[src/rtl/timer0_pkg.sv]
// Shared encodings and helpers for the Timer/Counter0 slice.
// The PWM modes exist only when TIMER0_PWM_EN is defined.
package timer0_pkg;

    typedef enum logic [1:0] {
        WGM_NORMAL = 2'b00,
        WGM_PCPWM  = 2'b01,
        WGM_CTC    = 2'b10,
        WGM_FPWM   = 2'b11
    } wgm_e;

    typedef enum logic [1:0] {
        COM_OFF    = 2'b00,
        COM_TOGGLE = 2'b01,
        COM_CLEAR  = 2'b10,
        COM_SET    = 2'b11
    } com_e;

    localparam int unsigned BOTTOM = 0;

    function automatic int unsigned top_of(input int unsigned width);
        return (32'd1 << width) - 32'd1;
    endfunction

endpackage

[src/rtl/timer0_counter_if.sv]
// Register/strobe bundle between the Timer0 register file and the counter core.
// Config macro: TIMER0_PWM_EN (no effect on the interface itself).
interface timer0_counter_if #(
    parameter int unsigned WIDTH = 8
);
    logic             tick;
    logic [1:0]       wgm;
    logic [1:0]       com;
    logic             foc;
    logic             tcnt_we;
    logic [WIDTH-1:0] tcnt_wdata;
    logic             ocr_we;
    logic [WIDTH-1:0] ocr_wdata;
    logic             tov_clr;
    logic             ocf_clr;
    logic [WIDTH-1:0] tcnt;
    logic [WIDTH-1:0] ocr;
    logic             tov;
    logic             ocf;
    logic             oc0;

    modport master (
        output tick, wgm, com, foc, tcnt_we, tcnt_wdata, ocr_we, ocr_wdata,
               tov_clr, ocf_clr,
        input  tcnt, ocr, tov, ocf, oc0
    );

    modport slave (
        input  tick, wgm, com, foc, tcnt_we, tcnt_wdata, ocr_we, ocr_wdata,
               tov_clr, ocf_clr,
        output tcnt, ocr, tov, ocf, oc0
    );
endinterface

[src/rtl/timer0_waveform.sv]
// OC0 waveform generator: applies the COM0 action on compare/wrap events.
// Config macro: TIMER0_PWM_EN enables the fast and phase-correct PWM behaviours.
module timer0_waveform
    import timer0_pkg::*;
(
    input  logic       clk,
    input  logic       rst_n,
    input  wgm_e       mode,
    input  logic [1:0] com,
    input  logic       match,
    input  logic       dir_up,
    input  logic       top_wrap,
    input  logic       foc,
    output logic       oc0
);

`ifndef TIMER0_PWM_EN
    logic unused_pwm;
    assign unused_pwm = dir_up ^ top_wrap;
`endif

    always_ff @(posedge clk or negedge rst_n) begin
        if (!rst_n) begin
            oc0 <= 1'b0;
        end else begin
            case (mode)
`ifdef TIMER0_PWM_EN
                // Wrap wins over a same-tick match so OCR=TOP gives a steady level.
                WGM_FPWM: begin
                    if (com[1]) begin
                        if (top_wrap)
                            oc0 <= (com == COM_CLEAR);
                        else if (match)
                            oc0 <= (com == COM_SET);
                    end
                end
                WGM_PCPWM: begin
                    if (com[1] && match)
                        oc0 <= dir_up ^ (com == COM_CLEAR);
                end
`endif
                default: begin
                    if (match || foc) begin
                        case (com)
                            COM_TOGGLE: oc0 <= ~oc0;
                            COM_CLEAR:  oc0 <= 1'b0;
                            COM_SET:    oc0 <= 1'b1;
                            default:    ;
                        endcase
                    end
                end
            endcase
        end
    end

endmodule

[src/rtl/timer0_counter.sv]
// Timer/Counter0 core: TCNT0, OCR0 (double-buffered in PWM), TOV0/OCF0 and OC0.
// Config macro: TIMER0_PWM_EN adds fast/phase-correct PWM and the OCR buffer.
module timer0_counter
    import timer0_pkg::*;
#(
    parameter int unsigned WIDTH = 8
) (
    input logic            clk,
    input logic            rst_n,
    timer0_counter_if.slave bus
);

    localparam logic [WIDTH-1:0] TOP_V = WIDTH'(top_of(WIDTH));
    localparam logic [WIDTH-1:0] BOT_V = WIDTH'(BOTTOM);

    function automatic wgm_e eff_mode(input logic [1:0] w);
`ifdef TIMER0_PWM_EN
        return wgm_e'(w);
`else
        return w[1] ? WGM_CTC : WGM_NORMAL;
`endif
    endfunction

    wgm_e             mode;
    logic [WIDTH-1:0] tcnt_q;
    logic [WIDTH-1:0] ocr_q;
    logic [WIDTH-1:0] tcnt_nxt;
    logic             tov_q;
    logic             ocf_q;
    logic             block;
    logic             dir_up;
    logic             run;
    logic             at_top;
    logic             match;
    logic             tov_set;
    logic             top_wrap;
    logic             pwm_mode;
    logic             foc_ok;
    logic             oc0_w;
`ifdef TIMER0_PWM_EN
    logic [WIDTH-1:0] ocr_buf;
    logic             at_bot;
    logic             dir_up_nxt;
    logic             load_buf;
`endif

    always_comb begin
        mode     = eff_mode(bus.wgm);
        pwm_mode = (mode == WGM_PCPWM) || (mode == WGM_FPWM);
        // A TCNT write swallows a same-cycle tick entirely.
        run      = bus.tick && !bus.tcnt_we;
        at_top   = (tcnt_q == TOP_V);
        match    = run && (tcnt_q == ocr_q) && !block;
        tcnt_nxt = tcnt_q + 1'b1;
        tov_set  = run && at_top;
        top_wrap = 1'b0;
        foc_ok   = bus.foc && !pwm_mode;
`ifdef TIMER0_PWM_EN
        at_bot     = (tcnt_q == BOT_V);
        dir_up_nxt = 1'b1;
        load_buf   = 1'b0;
`endif
        case (mode)
            WGM_CTC: begin
                if (match)
                    tcnt_nxt = BOT_V;
            end
`ifdef TIMER0_PWM_EN
            WGM_FPWM: begin
                top_wrap = run && at_top;
                load_buf = run && at_top;
            end
            WGM_PCPWM: begin
                dir_up_nxt = dir_up ? !at_top : at_bot;
                tcnt_nxt   = dir_up_nxt ? tcnt_q + 1'b1 : tcnt_q - 1'b1;
                tov_set    = run && !dir_up && at_bot;
                load_buf   = run && at_top;
            end
`endif
            default: ;
        endcase
    end

    always_ff @(posedge clk or negedge rst_n) begin
        if (!rst_n) begin
            tcnt_q <= '0;
            ocr_q  <= '0;
            tov_q  <= 1'b0;
            ocf_q  <= 1'b0;
            block  <= 1'b0;
        end else begin
            if (bus.tcnt_we) begin
                tcnt_q <= bus.tcnt_wdata;
                block  <= 1'b1;
            end else if (bus.tick) begin
                tcnt_q <= tcnt_nxt;
                block  <= 1'b0;
            end
`ifdef TIMER0_PWM_EN
            if (bus.ocr_we && !pwm_mode)
                ocr_q <= bus.ocr_wdata;
            else if (load_buf)
                ocr_q <= ocr_buf;
`else
            if (bus.ocr_we)
                ocr_q <= bus.ocr_wdata;
`endif
            tov_q <= tov_set || (tov_q && !bus.tov_clr);
            ocf_q <= match || (ocf_q && !bus.ocf_clr);
        end
    end

`ifdef TIMER0_PWM_EN
    always_ff @(posedge clk or negedge rst_n) begin
        if (!rst_n) begin
            ocr_buf <= '0;
            dir_up  <= 1'b1;
        end else begin
            if (bus.ocr_we)
                ocr_buf <= bus.ocr_wdata;
            if (mode != WGM_PCPWM)
                dir_up <= 1'b1;
            else if (run)
                dir_up <= dir_up_nxt;
        end
    end
`else
    assign dir_up = 1'b1;
`endif

    timer0_waveform u_wave (
        .clk      (clk),
        .rst_n    (rst_n),
        .mode     (mode),
        .com      (bus.com),
        .match    (match),
        .dir_up   (dir_up),
        .top_wrap (top_wrap),
        .foc      (foc_ok),
        .oc0      (oc0_w)
    );

    assign bus.tcnt = tcnt_q;
    assign bus.ocr  = ocr_q;
    assign bus.tov  = tov_q;
    assign bus.ocf  = ocf_q;
    assign bus.oc0  = oc0_w;

endmodule

[src/flat_wrapper.sv]
// flat-port wrapper written by rule: the top's interface ports become plain ports
module timer0_counter_flat import timer0_pkg::*;
#(
    parameter int unsigned WIDTH = 8
)
  (clk, rst_n, bus_tick, bus_wgm, bus_com, bus_foc, bus_tcnt_we, bus_tcnt_wdata, bus_ocr_we, bus_ocr_wdata, bus_tov_clr, bus_ocf_clr, bus_tcnt, bus_ocr, bus_tov, bus_ocf, bus_oc0);
  timer0_counter_if #(.WIDTH(WIDTH)) bus_i ();
  input logic clk;
  input logic rst_n;
  input wire logic [$bits(bus_i.tick)-1:0] bus_tick;
  input wire logic [$bits(bus_i.wgm)-1:0] bus_wgm;
  input wire logic [$bits(bus_i.com)-1:0] bus_com;
  input wire logic [$bits(bus_i.foc)-1:0] bus_foc;
  input wire logic [$bits(bus_i.tcnt_we)-1:0] bus_tcnt_we;
  input wire logic [$bits(bus_i.tcnt_wdata)-1:0] bus_tcnt_wdata;
  input wire logic [$bits(bus_i.ocr_we)-1:0] bus_ocr_we;
  input wire logic [$bits(bus_i.ocr_wdata)-1:0] bus_ocr_wdata;
  input wire logic [$bits(bus_i.tov_clr)-1:0] bus_tov_clr;
  input wire logic [$bits(bus_i.ocf_clr)-1:0] bus_ocf_clr;
  output wire logic [$bits(bus_i.tcnt)-1:0] bus_tcnt;
  output wire logic [$bits(bus_i.ocr)-1:0] bus_ocr;
  output wire logic [$bits(bus_i.tov)-1:0] bus_tov;
  output wire logic [$bits(bus_i.ocf)-1:0] bus_ocf;
  output wire logic [$bits(bus_i.oc0)-1:0] bus_oc0;
  assign bus_i.tick = bus_tick;
  assign bus_i.wgm = bus_wgm;
  assign bus_i.com = bus_com;
  assign bus_i.foc = bus_foc;
  assign bus_i.tcnt_we = bus_tcnt_we;
  assign bus_i.tcnt_wdata = bus_tcnt_wdata;
  assign bus_i.ocr_we = bus_ocr_we;
  assign bus_i.ocr_wdata = bus_ocr_wdata;
  assign bus_i.tov_clr = bus_tov_clr;
  assign bus_i.ocf_clr = bus_ocf_clr;
  assign bus_tcnt = bus_i.tcnt;
  assign bus_ocr = bus_i.ocr;
  assign bus_tov = bus_i.tov;
  assign bus_ocf = bus_i.ocf;
  assign bus_oc0 = bus_i.oc0;
  timer0_counter #(.WIDTH(WIDTH)) u_core (.clk(clk), .rst_n(rst_n), .bus(bus_i));
endmodule
[config.mk]
export PLATFORM = sky130hd
export DESIGN_NAME = timer0_counter_flat
export DESIGN_NICKNAME = d
export VERILOG_FILES = /design/src/rtl/timer0_pkg.sv /design/src/rtl/timer0_counter_if.sv /design/src/rtl/timer0_waveform.sv /design/src/rtl/timer0_counter.sv /design/src/flat_wrapper.sv
export SDC_FILE = /design/constraint.sdc
export NUM_CORES = 1
export LEC_CHECK = 0
export CORE_AREA = 2 2 60 62
export DETAILED_ROUTE_END_ITERATION = 7
export DIE_AREA = 0 0 62 64
export PLACE_DENSITY = 0.68
export SYNTH_ARGS = -nofsm -noshare
export SYNTH_HDL_FRONTEND = slang
export SYNTH_SLANG_ARGS = --single-unit
[constraint.sdc]
create_clock -name clk -period 3.2 [get_ports clk]
set_input_delay 0.64 -clock clk [delete_from_list [all_inputs] [get_ports clk]]
set_output_delay 0.64 -clock clk [all_outputs]
set_load 0.005 [all_outputs]
**Yosys cells after proc, flatten, opt, wreduce, memory -nomap -nowiden**

Cells that the tools add are included.

- Register bits: 20
- Logic and storage cells: 43

- $add $sub $neg: 1
- Equality and inequality tests: 8
- Mux-type cells: 8
- Bitwise operators: 1
- Reduce and logical (&&, ||, !) cells: 19

Operators by type and width:

| kind | number |
|---|---|
| 8-bit 2-to-1 mux | 4 |
| 8-bit by 1-bit adder with 8-bit output (second input constant) | 1 |
| 2-bit == test (second input constant) | 4 |
| 8-bit == test | 1 |
| 8-bit == test (second input constant) | 1 |
| 1-bit logical AND | 7 |
| 1-bit logical NOT | 5 |
| 2-bit by 1-bit == test with 1-bit output (second input constant) | 2 |
| 1-bit logical OR | 4 |
| 1-bit one-hot mux with 3 select lines | 1 |
| 3-bit nonzero test | 1 |
| 1-bit 2-to-1 mux | 2 |
| 2-bit 2-to-1 mux | 1 |
| 2-bit AND reduction | 1 |
| 2-bit nonzero test | 1 |
| 1-bit inverter | 1 |

**Longest topological paths before layout**

Gate-level depths: netlist of run 1.

- Word-level depth: 8
- Gate-level depth with buffers: 7
- Gate-level depth less buffers: 6

**Hierarchy**

From an unflattened synthesis of run 1, not the netlist that was laid out.

- Cells, all modules: 98
- Area total of the unflattened synthesis: 1084.8 µm²

Modules (own cells, without submodules):

| module | times used | cells an instance | area an instance (µm²) | seq. area each (µm²) |
|---|---|---|---|---|
| timer0_counter | 1 | 91 | 1024.7 | 475.5 |
| timer0_waveform | 1 | 7 | 60.1 | 25.0 |

**Worst setup path after synthesis of run 1**

No wires, ideal clock.

- Path type: input to register
- Start: input port bus_tcnt_we
- End: register u_core.tcnt_q[4], in the netlist u_core.bus.tcnt[4]
- Library setup time: 132 ps
- Arrival: 1808 ps
- Data required time: 3068 ps
- Slack: 1260 ps
- Stages: 7
- Buffers on the path: 2
- Cell sequence: buf_6 > nor3b_2 > nand4_1 > or4_1 > buf_6 > a22oi_2 > o21ai_1

- Cells in the longest elaborated chain, start to end: 8

Ends and longest elaborated chain:

| item | line | source |
|---|---|---|
| start, declared | flat_wrapper.sv:14 | `input wire logic [$bits(bus_i.tcnt_we)-1:0] bus_tcnt_we;` |
| 1-bit logical NOT | timer0_counter.sv:51 | `run = bus.tick && !bus.tcnt_we;` |
| 1-bit logical AND | timer0_counter.sv:51 |  |
| 1-bit logical AND (2 in a row) | timer0_counter.sv:53 | `match = run && (tcnt_q == ocr_q) && !block;` |
| 8-bit 2-to-1 mux | timer0_counter.sv:65 | `if (match)` |
| 8-bit 2-to-1 mux | timer0_counter.sv:63 | `case (mode)` |
| 8-bit 2-to-1 mux | timer0_counter.sv:95 | `end else if (bus.tick) begin` |
| 8-bit 2-to-1 mux | timer0_counter.sv:92 | `if (bus.tcnt_we) begin` |
| end signal, assigned | timer0_counter.sv:93 | `tcnt_q <= bus.tcnt_wdata;` |
| end signal, assigned | timer0_counter.sv:96 | `tcnt_q <= tcnt_nxt;` |
| end, declared | timer0_counter.sv:25 | `logic [WIDTH-1:0] tcnt_q;` |

Parallel ways exist; a longest one is shown, timed or not. The select of a mux whose other input is x is not followed.
A chain may end at the register's enable or synchronous reset.

**Worst setup path in the final report of run 1**

- Start: input port bus_tick
- End: register u_core.tcnt_q[4], in the netlist u_core.bus.tcnt[4]

- Cells in the longest elaborated chain, start to end: 7

Ends and longest elaborated chain:

| item | line | source |
|---|---|---|
| start, declared | flat_wrapper.sv:10 | `input wire logic [$bits(bus_i.tick)-1:0] bus_tick;` |
| 1-bit logical AND | timer0_counter.sv:51 |  |
| 1-bit logical AND (2 in a row) | timer0_counter.sv:53 |  |
| 8-bit 2-to-1 mux | timer0_counter.sv:65 |  |
| 8-bit 2-to-1 mux | timer0_counter.sv:63 |  |
| 8-bit 2-to-1 mux | timer0_counter.sv:95 |  |
| 8-bit 2-to-1 mux | timer0_counter.sv:92 |  |

Parallel ways exist; a longest one is shown, timed or not. The select of a mux whose other input is x is not followed.

==> out/results.env, run 1 <==
DETAIL_ROUTE.FIRST_PASS.ITERATIONS=4
VIA_COUNT=1010
ROUTABILITYCONGESTION=0.813
SYNTH_ENABLE_FLOP_CELLS=0
WORST_SETUP_HOLD_PATH_CLK_SLEW_NS=0.13
SETUP_VIOLATIONS=0
END_KIND='register'
PWR_DENSITY_CELL_nW_PER_UM2=400
CTS-ROOT-BUF='sky130_fd_sc_hd__clkbuf_4'
LAYOUT_WORST_PATH_CYCLE_SHARE_PCT=70.7
TRITONCTS_NUM_SINKS=20
CPPEAKSTAGEDELAY_NS=0.67
CLK-INSERTION-DELAY-LATE_NS=0.30
DOMINANTREGCELLSYNTH='sky130_fd_sc_hd__dfrtp_1'
FIRST_PASS_GRT_WIRE_LENGTH_MM=4.63
GLOBALROUTETOTALUTIL_PCT=15.5
INSTANCE_COUNT_OF_THE_MAPPED_NETLIST=110
SYNTH.FF_LATCH_COUNT=20
GRT_OVERFLOW=0
STARTPOINT_CLASS='primary input'
FMAX_GHz=0.442
WORST_PIN_SLEW_NS=0.933
SYN_NETS=139
REPORT.FINAL.HOLD_VIOL_COUNT=0
WP_DATA_REQUIRED_NS=3.41
IO-PIN-COUNT=47
TIMING.SETUP.CRITICAL_PATH_CLASS='in -> reg'
PLACE_HPWL_MM=2.21
NUMCTSBUFFERS=3
DRT-INITIAL-DRC-COUNT=32
NUM_ROWS=21
WORST_PATH_DOMINANT_CELL_FAMILY='simple AND/OR/NAND/NOR gates'
DIEHEIGHT_UM=64
DIE_AREA_UM2=3970
IO_BUFFERS=45
STDCELL_AREA_UM2=1630
VIA_PER_INST=5.00
ASYNC_RESET_FF_SHARE_PCT=100
FIN_SKEW_NS=0.0131
POST_SYNTH_INSTANCE_AREA_UM2=1110
TOTALWIRELENGTH_MM=2.87
FIN_CELLS=202
RSZ0062_AT_GRT='no'
PLACE.DETAILED.INSTANCES=198
FLOORPLAN.CORE_AREA_UM2=3280
NUM_ANTENNA_CELLS=0
POST_CTS_BUFFERS=0
YS_TYPES=31
TRITONCTS='built'
PERIOD_NEEDED_NS=2.26
ROUTE.ANTENNA.REMAINING_NETS=0
PLACE_AREA_UM2=1590
MAX-VDD-IR-DROP_uV=187
WORST-ENDPOINT-ARRIVAL_NS=2.47
ANTENNA_FOUND_INITIAL=0
RESULT_OF_THE_RUN='finished clean'
VIAS_IN_THE_FIRST_GLOBAL_ROUTE=1026
CRIT_PATH_CELLS='clkdlybuf4s50_1 -> nor3b_2 -> nand4_1 -> or4_1 -> a22oi_2 -> o21ai_1'
HOLD_PATH_CLASS='reg -> reg'
AREA_DELTA_SYNTH_FINAL_PCT=47.1
SYNTH-WARNING-COUNT=0
GRT_START_MAX_NET_PINS=21
CPMAXSTAGEDELAYCELL='sky130_fd_sc_hd__or4_1'
DRV.MAX_CAP_VIOLATION_COUNT=0
CTS_REPAIR_RESIZE_COUNT=0
FRACTION_OF_FINAL_LAYOUT_CELLS_WITH_DRIVE_STRENGTH_GREATER_THAN_1_PCT=10.9
ROUTE.DETAILED.WL_PER_INST_UM=14.2
CRIT_FANOUT=9
CTS-HTREE-LEVELS=1
DRV_SLEW=0
CLOCK_PATH_BUFFERS=2
CTS.HOLD.BUFFERS_ADDED=0
DRC=0
AVG_SYNTHESIZED_CELL_AREA_UM2=10.1
INITIAL_UTILIZATION_PCT=33.7
NET_TOTAL_IN_THE_FINAL_LAYOUT=186
X_DIMENSION_OF_THE_DIE_UM=62
SYNTH.YOSYS.SEQ_AREA_SHARE_PCT=45.2
SETUP-TNS-FINAL_NS=0
WORSTPATHBUFFERINVERTERCOUNT=1
LEAKAGE_nW=0.662
SLEW_HEADROOM_PCT=37.6
[flip-flops by register name, indices dropped and copies added (netlist names)]
name,flops
u_core.block,1
u_core.bus.tov,1
u_core.bus.ocf,1
u_core.bus.ocr,8
u_core.bus.tcnt,8
u_core.u_wave.oc0,1
[final timing paths]
kind / end / from / cells past startpoint / slack [ns]
worst min-delay path: u_core.bus.ocf / u_core.bus.ocf / 1 / 0.49
worst min register to register: u_core.bus.ocf / u_core.bus.ocf / 1 / 0.49
worst max register to register: u_core.bus.tcnt[4] / u_core.bus.tcnt[6] / 5 / 1.37
max in group asynchronous: u_core.block / rst_n / 1 / 1.78
min in group asynchronous: u_core.bus.tcnt[2] / rst_n / 1 / 0.84
worst max-delay path: u_core.bus.tcnt[4] / bus_tick / 6 / 0.94
[final cells by class]
cell class                      instances  area (um2)
Fill cell                             329        1660
Multi-Input combinational cell         80         554
Sequential cell                        20         500
Timing Repair Buffer                   46         458
Tap cell                               46        57.6
Clock buffer                            4        36.3
Inverter                                6        22.5
[placed cells by master (no fill, tap or decap), drive strengths merged, types with 2 or more instances in the layout]
master         Yosys  layout
a21o               2       2
a21oi              4       4
a22oi              5       5
a2bb2oi            3       3
and3               5       5
clkbuf             2       4
clkdlybuf4s50      0      45
dfrtp             20      20
inv                5       5
mux2               9       9
nand2             12      12
nand3              7       7
nor2               3       3
nor3b              3       3
nor4               3       3
o21ai              7       7
xnor2              7       7
[cell usage after synthesis (3+ instances only)]
cell type	instances	area, um2
sky130_fd_sc_hd__a2bb2oi_1	3	26.3
sky130_fd_sc_hd__inv_1	5	18.8
sky130_fd_sc_hd__nand2_1	12	45.0
sky130_fd_sc_hd__nand3_1	7	35.0
sky130_fd_sc_hd__dfrtp_1	20	500
sky130_fd_sc_hd__nor2_1	3	11.3
sky130_fd_sc_hd__nor4_1	3	18.8
sky130_fd_sc_hd__mux2_2	9	101
sky130_fd_sc_hd__and3_1	5	31.3
sky130_fd_sc_hd__a22oi_1	3	22.5
sky130_fd_sc_hd__o21ai_0	5	25.0
sky130_fd_sc_hd__xnor2_1	7	61.3
sky130_fd_sc_hd__a21oi_1	4	20.0
[cells by family (layout without fill, tap and decap cells)]
kind of cell,count (synthesis),count (layout),synth area share (%)
adder cells (fa/ha/maj),1,1,1.13
XOR/XNOR,8,8,6.33
AND/OR/NAND/NOR,39,39,18.9
AO/OA/AOI/OAI,23,23,14.6
buffers and inverters,10,56,4.75
multiplexers,9,9,9.15
flip-flops,20,20,45.2
[power breakdown]
part | total, W | switching, W | internal [W]
sequential | 0.000315 | 0.0000366 | 0.000278
clock | 0.000150 | 0.0000811 | 0.0000693
combinational | 0.000187 | 0.0000675 | 0.000119
total | 0.000652 | 0.000185 | 0.000467
[layer usage]
metal | global-route usage [%] | vias up | wire (um)
li1 | - | 492 | -
met3 | 2.43 | 2 | 153
met1 | 20.9 | 485 | 1310
met4 | 6.12 | 0 | 29
met2 | 24.3 | 31 | 1370
met5 | 0 | - | 0
[metrics by stage]
stage / utilization, % / hold slack (ns) / total power (W) / setup WS, ns
after floorplan: - / 0.344 / 0.000399 / 1.26
after global placement: 48.5 / 0.459 / 0.000502 / 0.609
after detailed placement: 48.5 / 0.473 / 0.000508 / 0.589
after CTS: 49.6 / 0.500 / 0.000660 / 0.935
after global routing: 49.6 / 0.515 / 0.000696 / 0.823
final: 49.6 / 0.493 / 0.000652 / 0.939
Note: power is estimated with default switching activity, not from simulation.
==> inputs of run 2 (changes only) <==
==> constraint.sdc (replaced) <==
create_clock -name clk -period 2.4 [get_ports clk]
set_input_delay 0.48 -clock clk [delete_from_list [all_inputs] [get_ports clk]]
set_output_delay 0.48 -clock clk [all_outputs]
set_load 0.005 [all_outputs]
==> run 2 against run 1 <==
Wire length is 0.52% lower. Die area stayed put. Total power is 27% higher. Count of clock-buffer cells in the layout shrank 1. Clock skew decreased by 0.0039 ns. Cell area increased by 0.54%. Critical endpoint is now u_core.bus.tcnt[2]. Largest cell class unchanged. Critical path type unchanged. Global-route usage is 0.15 points lower. Via count is 4.1% higher. Non-clock buffer count increased by 3. Clock power grew 4%. Hold slack worse by 0.0071 ns.
==> out/results.env, run 2 (synthesized netlist as in run 1, its figures left out) <==
CTS-HTREE-LEVELS=1  # unchanged
PERIOD_NEEDED_NS=2.01
WORST_SETUP_HOLD_PATH_CLK_SLEW_NS=0.11  # was 0.13 ns
HOLD_PATH_CLASS='reg -> reg'  # unchanged
CLOCK_PATH_BUFFERS=2  # unchanged
MAX-VDD-IR-DROP_uV=190  # was 187 uV
TOTAL_POWER_W=0.000829  # was 0.000652 W
WORST_HOLD_SLACK_NS=0.486  # was 0.493 ns
VIA_COUNT=1051  # was 1010
SETUP_VIOLATIONS=0  # unchanged
SETUP-TNS-FINAL_NS=0  # unchanged
NUM_ROWS=21  # unchanged
IO-PIN-COUNT=47  # unchanged
TRITONCTS='built'  # unchanged
DRV_SLEW=0  # unchanged
LAYOUT_COMMONEST_CELL='sky130_fd_sc_hd__clkdlybuf4s50_1'  # unchanged
CTS-ROOT-BUF='sky130_fd_sc_hd__clkbuf_4'  # unchanged
GLOBALROUTETOTALUTIL_PCT=15.4  # was 15.5%
NUMCTSBUFFERS=3  # unchanged
INITIAL_UTILIZATION_PCT=33.7  # unchanged
DIE_AREA_UM2=3970  # unchanged
TOTALWIRELENGTH_MM=2.86  # was 2.87 mm
SLEW_HEADROOM_PCT=76.2  # was 37.6%
DIEHEIGHT_UM=64  # unchanged
PRE_CTS_SLACK_NS=0.0686  # was 0.589 ns
IO_BUFFERS=45  # unchanged
RESULT_OF_THE_RUN='finished clean'  # unchanged
NET_TOTAL_IN_THE_FINAL_LAYOUT=189  # was 186
ROUTE.DETAILED.WL_PER_INST_UM=14.0  # was 14.2 um
WORST_PIN_SLEW_NS=0.356  # was 0.933 ns
SETUP_WS_NS=0.385  # was 0.939 ns
GRT.MET3_USAGE_PCT=3.64  # was 2.43%
CTS.HOLD.BUFFERS_ADDED=0  # unchanged
ANTENNA_FOUND_INITIAL=0  # unchanged
CLK-INSERTION-DELAY-LATE_NS=0.30  # about the same
TIMING.SETUP.CRITICAL_PATH_CLASS='in -> reg'  # unchanged
DRT-INITIAL-DRC-COUNT=50  # was 32
END_KIND='register'  # unchanged
ROUTABILITYCONGESTION=0.744  # was 0.813
DRV.MAX_CAP_VIOLATION_COUNT=0  # unchanged
CRIT_FANOUT=9  # unchanged
MET2_USE_GR_PCT=23.7  # was 24.3%
N_FILL_CELL=313  # was 329
GRT_UTIL_MET1_PCT=19.0  # was 20.9%
REPORT.FINAL.HOLD_VIOL_COUNT=0  # unchanged
TRITONCTS_NUM_SINKS=20  # unchanged
FRACTION_OF_FINAL_LAYOUT_CELLS_WITH_DRIVE_STRENGTH_GREATER_THAN_1_PCT=12.0  # was 10.9%
NUM_ANTENNA_CELLS=0  # unchanged
STARTPOINT_CLASS='primary input'  # unchanged
WP_DATA_REQUIRED_NS=2.60  # was 3.41 ns
CTS_REPAIR_RESIZE_COUNT=0  # unchanged
VIAS_IN_THE_FIRST_GLOBAL_ROUTE=1087  # was 1026
PWR_DENSITY_CELL_nW_PER_UM2=506  # was 400 nW/um2
PLACE_HPWL_MM=2.18  # was 2.21 mm
DETAIL_ROUTE.FIRST_PASS.ITERATIONS=4  # unchanged
FMAX_GHz=0.496
MOSTFREQUENTLAYOUTCELLS='sky130_fd_sc_hd__clkdlybuf4s50_1 (45), sky130_fd_sc_hd__dfrtp_1 (20), sky130_fd_sc_hd__nand2_1 (12)'  # unchanged
POST_CTS_BUFFERS=0  # unchanged
WORST-ENDPOINT-ARRIVAL_NS=2.21  # was 2.47 ns
LAYOUT_WORST_PATH_CYCLE_SHARE_PCT=83.9
FIN_SKEW_NS=0.00918  # was 0.0131 ns
DRC=0  # unchanged
RSZ0062_AT_GRT='no'  # unchanged
FLOORPLAN.CORE_AREA_UM2=3280  # unchanged
ROUTE.ANTENNA.REMAINING_NETS=0  # unchanged
FIRST_PASS_GRT_WIRE_LENGTH_MM=4.55  # was 4.63 mm
VIA_PER_INST=5.15  # was 5.00
GRT_OVERFLOW=0  # unchanged
X_DIMENSION_OF_THE_DIE_UM=62  # unchanged
GRT.BUSIEST_LAYER='met2'  # unchanged
GRT_START_MAX_NET_PINS=21  # unchanged
LEAKAGE_nW=0.670  # was 0.662 nW
AREA_DELTA_SYNTH_FINAL_PCT=47.9  # was 47.1%
==> run 2: where the power goes <==
part           switching, W  internal, W
registers         0.0000488     0.000371
clock network     0.0000976    0.0000584
logic             0.0000918     0.000161
total              0.000238     0.000590
==> run 2: layer usage <==
metal / share of wire [%] / vias up
li1: - / 495
met1: 42 / 511
met2: 49 / 43
met3: 8.4 / 2
met4: 0.98 / 0
met5: 0 / -
==> run 2: final cells by class <==
cell class	instances	area [um2]	area share, %
clock buffer	3	22.5	1.38
timing repair buffer	49	480	29.3
inverter	6	22.5	1.38
multi-input combinational	80	554	33.8
sequential	20	500	30.6
tap	46	57.6	3.51
==> run 2: path summary, 6_finish.rpt <==
kind	startpoint	to	slack (ns)	cells after the start
max	bus_tick	u_core.bus.tcnt[2]	0.39	6
min	u_core.bus.ocf	u_core.bus.ocf	0.49	1
max reg2reg	u_core.bus.tcnt[4]	u_core.bus.tcnt[2]	0.56	5
min reg2reg	u_core.bus.ocf	u_core.bus.ocf	0.49	1
max in group asynchronous	rst_n	u_core.bus.ocr[3]	1.66	2
min in group asynchronous	rst_n	u_core.bus.tcnt[2]	0.51	2
==> run 2: critical path: stages <==
cell and delay, ns:
sky130_fd_sc_hd__clkdlybuf4s50_1 0.48, sky130_fd_sc_hd__nor3b_2 0.20, sky130_fd_sc_hd__nand4_1 0.11, sky130_fd_sc_hd__or4_1 0.67, sky130_fd_sc_hd__a22oi_2 0.20, sky130_fd_sc_hd__o21ai_1 0.07
==> run 2: stage by stage <==
stage          std cells  util, %  cell area (um2)
6_report             204     49.9             1640
3_3_place_gp         201     49.2             1620
2_1_floorplan        110        -             1110
4_1_cts              204     49.9             1640
3_5_place_dp         201     49.2             1620
5_1_grt              204     49.9             1640
==> inputs of run 3 (changes only) <==
==> constraint.sdc (replaced) <==
create_clock -name clk -period 1.9 [get_ports clk]
set_input_delay 0.38 -clock clk [delete_from_list [all_inputs] [get_ports clk]]
set_output_delay 0.38 -clock clk [all_outputs]
set_load 0.005 [all_outputs]
==> run 3 against run 2 <==
Critical path depth is 1 higher. Non-clock buffer count is 8 higher. Global-route usage is 0.94 points higher. Count of clock-buffer cells in the layout stayed put. Setup slack worse by 0.36 ns. Sequential share of layout area is 1.8 points lower. Combinational power is 47% higher. Largest power group unchanged. Utilization is 3.0 points higher. Wire length is 9.8% higher. Total power is 49% higher.
==> out/results.env, run 3 (synthesized netlist as in run 1, its figures left out) <==
DRT-INITIAL-DRC-COUNT=42  # was 50
FIN_SKEW_NS=0.00161  # was 0.00918 ns
MOSTFREQUENTLAYOUTCELLS='sky130_fd_sc_hd__clkdlybuf4s50_1 (45), sky130_fd_sc_hd__dfrtp_1 (20), sky130_fd_sc_hd__nand2_1 (12)'  # unchanged
END_KIND='register'  # unchanged
DETAIL_ROUTE.FIRST_PASS.ITERATIONS=4  # unchanged
WORST-ENDPOINT-ARRIVAL_NS=2.08  # was 2.21 ns
GRT_OVERFLOW=0  # unchanged
PLACE.DETAILED.INSTANCES=209  # was 201
NUMCTSBUFFERS=3  # unchanged
CTS-ROOT-BUF='sky130_fd_sc_hd__clkbuf_4'  # unchanged
VIAS_IN_THE_FIRST_GLOBAL_ROUTE=1061  # was 1087
FIN_CELLS=213  # was 204
CLOCK_NETWORK_FRACTION_OF_DESIGN_POWER_PCT=28.4  # was 18.8%
NET_TOTAL_IN_THE_FINAL_LAYOUT=197  # was 189
GRT_START_MAX_NET_PINS=21  # unchanged
CP_NUM_CELLS=7  # was 6
ROUTE.DETAILED.WL_PER_INST_UM=14.7  # was 14.0 um
IO-PIN-COUNT=47  # unchanged
VIA_COUNT=1060  # was 1051
TOTALWIRELENGTH_MM=3.14  # was 2.86 mm
WORSTSETUPSTARTPOINT='bus_tcnt_we'  # was bus_tick
FLOORPLAN.CORE_AREA_UM2=3280  # unchanged
CLOCK_PATH_BUFFERS=2  # unchanged
COMBPWRFRAC_PCT=30.2  # was 30.5%
CTS_REPAIR_RESIZE_COUNT=0  # unchanged
DRV.MAX_CAP_VIOLATION_COUNT=0  # unchanged
WORST_SETUP_HOLD_PATH_CLK_SLEW_NS=0.12  # was 0.11 ns
TOTAL_POWER_W=0.00123  # was 0.000829 W
SW_FRAC_OF_TOTAL_PCT=26.5  # was 28.8%
REPORT.FINAL.HOLD_VIOL_COUNT=0  # unchanged
WP_DATA_REQUIRED_NS=2.10  # was 2.60 ns
X_DIMENSION_OF_THE_DIE_UM=62  # unchanged
FMAX_GHz=0.532
WORSTPATHBUFFERINVERTERCOUNT=2  # was 1
CRIT_FANOUT=9  # unchanged
TIMING.SETUP.CRITICAL_PATH_CLASS='in -> reg'  # unchanged
FIRST_PASS_GRT_WIRE_LENGTH_MM=4.75  # was 4.55 mm
DRV_SLEW=0  # unchanged
LAYOUT_WORST_PATH_CYCLE_SHARE_PCT=98.9
POWER.NET_SWITCHING_W=0.000327  # was 0.000238 W
RESULT_OF_THE_RUN='finished clean'  # unchanged
DIEHEIGHT_UM=64  # unchanged
CLK-INSERTION-DELAY-LATE_NS=0.30  # about the same
NUM_ROWS=21  # unchanged
LEAKAGE_nW=0.727  # was 0.670 nW
VIA_PER_INST=4.98  # was 5.15
WORST_HOLD_SLACK_NS=0.416  # was 0.486 ns
P_INT_W=0.000908  # was 0.000590 W
CTS.HOLD.BUFFERS_ADDED=0  # unchanged
PWR_DENSITY_CELL_nW_PER_UM2=711  # was 506 nW/um2
SETUP_VIOLATIONS=0  # unchanged
WORST_PIN_SLEW_NS=0.372  # was 0.356 ns
FRACTION_OF_FINAL_LAYOUT_CELLS_WITH_DRIVE_STRENGTH_GREATER_THAN_1_PCT=16.8  # was 12.0%
N_FILL_CELL=299  # was 313
DIE_AREA_UM2=3970  # unchanged
POST_CTS_BUFFERS=0  # unchanged
LAYOUT_COMMONEST_CELL='sky130_fd_sc_hd__clkdlybuf4s50_1'  # unchanged
CPPEAKSTAGEDELAY_NS=0.50  # was 0.67 ns
TRITONCTS_NUM_SINKS=20  # unchanged
GLOBALROUTETOTALUTIL_PCT=16.3  # was 15.4%
REG2REG_TO='u_core.bus.tcnt[4]'  # was u_core.bus.tcnt[2]
STARTPOINT_CLASS='primary input'  # unchanged
FF2FF_PATH_DEPTH=6  # was 5
ROUTE.ANTENNA.REMAINING_NETS=0  # unchanged
PERIOD_NEEDED_NS=1.88
MAX-VDD-IR-DROP_uV=339  # was 190 uV
LAUNCH_POINT_OF_THE_WORST_REG_TO_REG_PATH='u_core.bus.ocr[0]'  # was u_core.bus.tcnt[4]
SLEW_HEADROOM_PCT=75.1  # was 76.2%
PLACE_HPWL_MM=2.33  # was 2.18 mm
NUM_ANTENNA_CELLS=0  # unchanged
WORST-R2R-SETUP-SLACK_NS=0.11  # was 0.56 ns
POWER.SHARE.SEQUENTIAL_PCT=41.4  # was 50.7%
AREA_DELTA_SYNTH_FINAL_PCT=56.9  # was 47.9%
WORST_PATH_DOMINANT_CELL_FAMILY='simple AND/OR/NAND/NOR gates'  # unchanged
IO_BUFFERS=45  # unchanged
CTS-HTREE-LEVELS=1  # unchanged
TRITONCTS='built'  # unchanged
ANTENNA_FOUND_INITIAL=0  # unchanged
CPMAXSTAGEDELAYCELL='sky130_fd_sc_hd__or4_1'  # unchanged
ROUTABILITYCONGESTION=0.862  # was 0.744
INITIAL_UTILIZATION_PCT=33.7  # unchanged
HOLD_PATH_CLASS='in -> async'  # was reg -> reg
CRIT_PATH_CELLS='clkdlybuf4s50_1 -> nor3b_4 -> nand4_1 -> or4_1 -> buf_6 -> a22oi_2 -> o21ai_1'  # was clkdlybuf4s50_1 -> nor3b_2 -> nand4_1 -> or4_1 -> a22oi_2 -> o21ai_1
CRITPATHCAPTURE='u_core.bus.tcnt[4]'  # was u_core.bus.tcnt[2]
DRC=0  # unchanged
==> run 3: how the worst min path moves through the flow <==
stage,endpoint,slack [ns],depth (start not counted)
2_1_floorplan,u_core.block,0.08,0
3_3_place_gp,u_core.bus.ocf,0.46,1
3_5_place_dp,u_core.bus.ocf,0.47,1
4_1_cts,u_core.bus.ocf,0.42,2
5_1_grt,u_core.bus.ocf,0.41,2
6_report,u_core.bus.tcnt[1],0.42,2
==> run 3: through the flow <==
stage	worst slack, ns	cell area, um2	setup TNS, ns	utilization (%)
4_1_cts	0.0580	1730	0	52.6
2_1_floorplan	0.220	1110	0	-
6_report	0.0206	1740	0	52.9
3_5_place_dp	-0.271	1680	-1.82	51.0
5_1_grt	-0.0261	1740	-0.0435	52.9
3_3_place_gp	-0.227	1680	-1.67	51.0
==> run 3: metal layers <==
metal | part of all wire (%) | GRT usage, % | routed length (um) | vias up
met5 | 0 | 0 | 0 | -
met1 | 43 | 21.5 | 1360 | 506
li1 | - | - | - | 515
met2 | 51 | 25.4 | 1590 | 35
met3 | 4.6 | 2.63 | 145 | 4
met4 | 1.4 | 7.71 | 44 | 0
==> run 3: final cells by class <==
class	count	area (um2)	share of cell area, %
well taps	46	57.6	3.31
multi-input cells	80	561	32.3
inverters	6	22.5	1.30
repair buffers	57	544	31.3
clock buffers	3	22.5	1.30
clock inverters	1	30.0	1.73
flip-flops and latches	20	500	28.8
==> run 3: power by group through the flow <==
stage / registers [W] / clock network (W) / logic (W)
after global placement: 0.000520 / 0 / 0.000357
after global routing: 0.000519 / 0.000384 / 0.000405
after detailed placement: 0.000521 / 0 / 0.000369
after floorplan: 0.000530 / 0 / 0.000142
final: 0.000512 / 0.000351 / 0.000373
after CTS: 0.000513 / 0.000358 / 0.000373
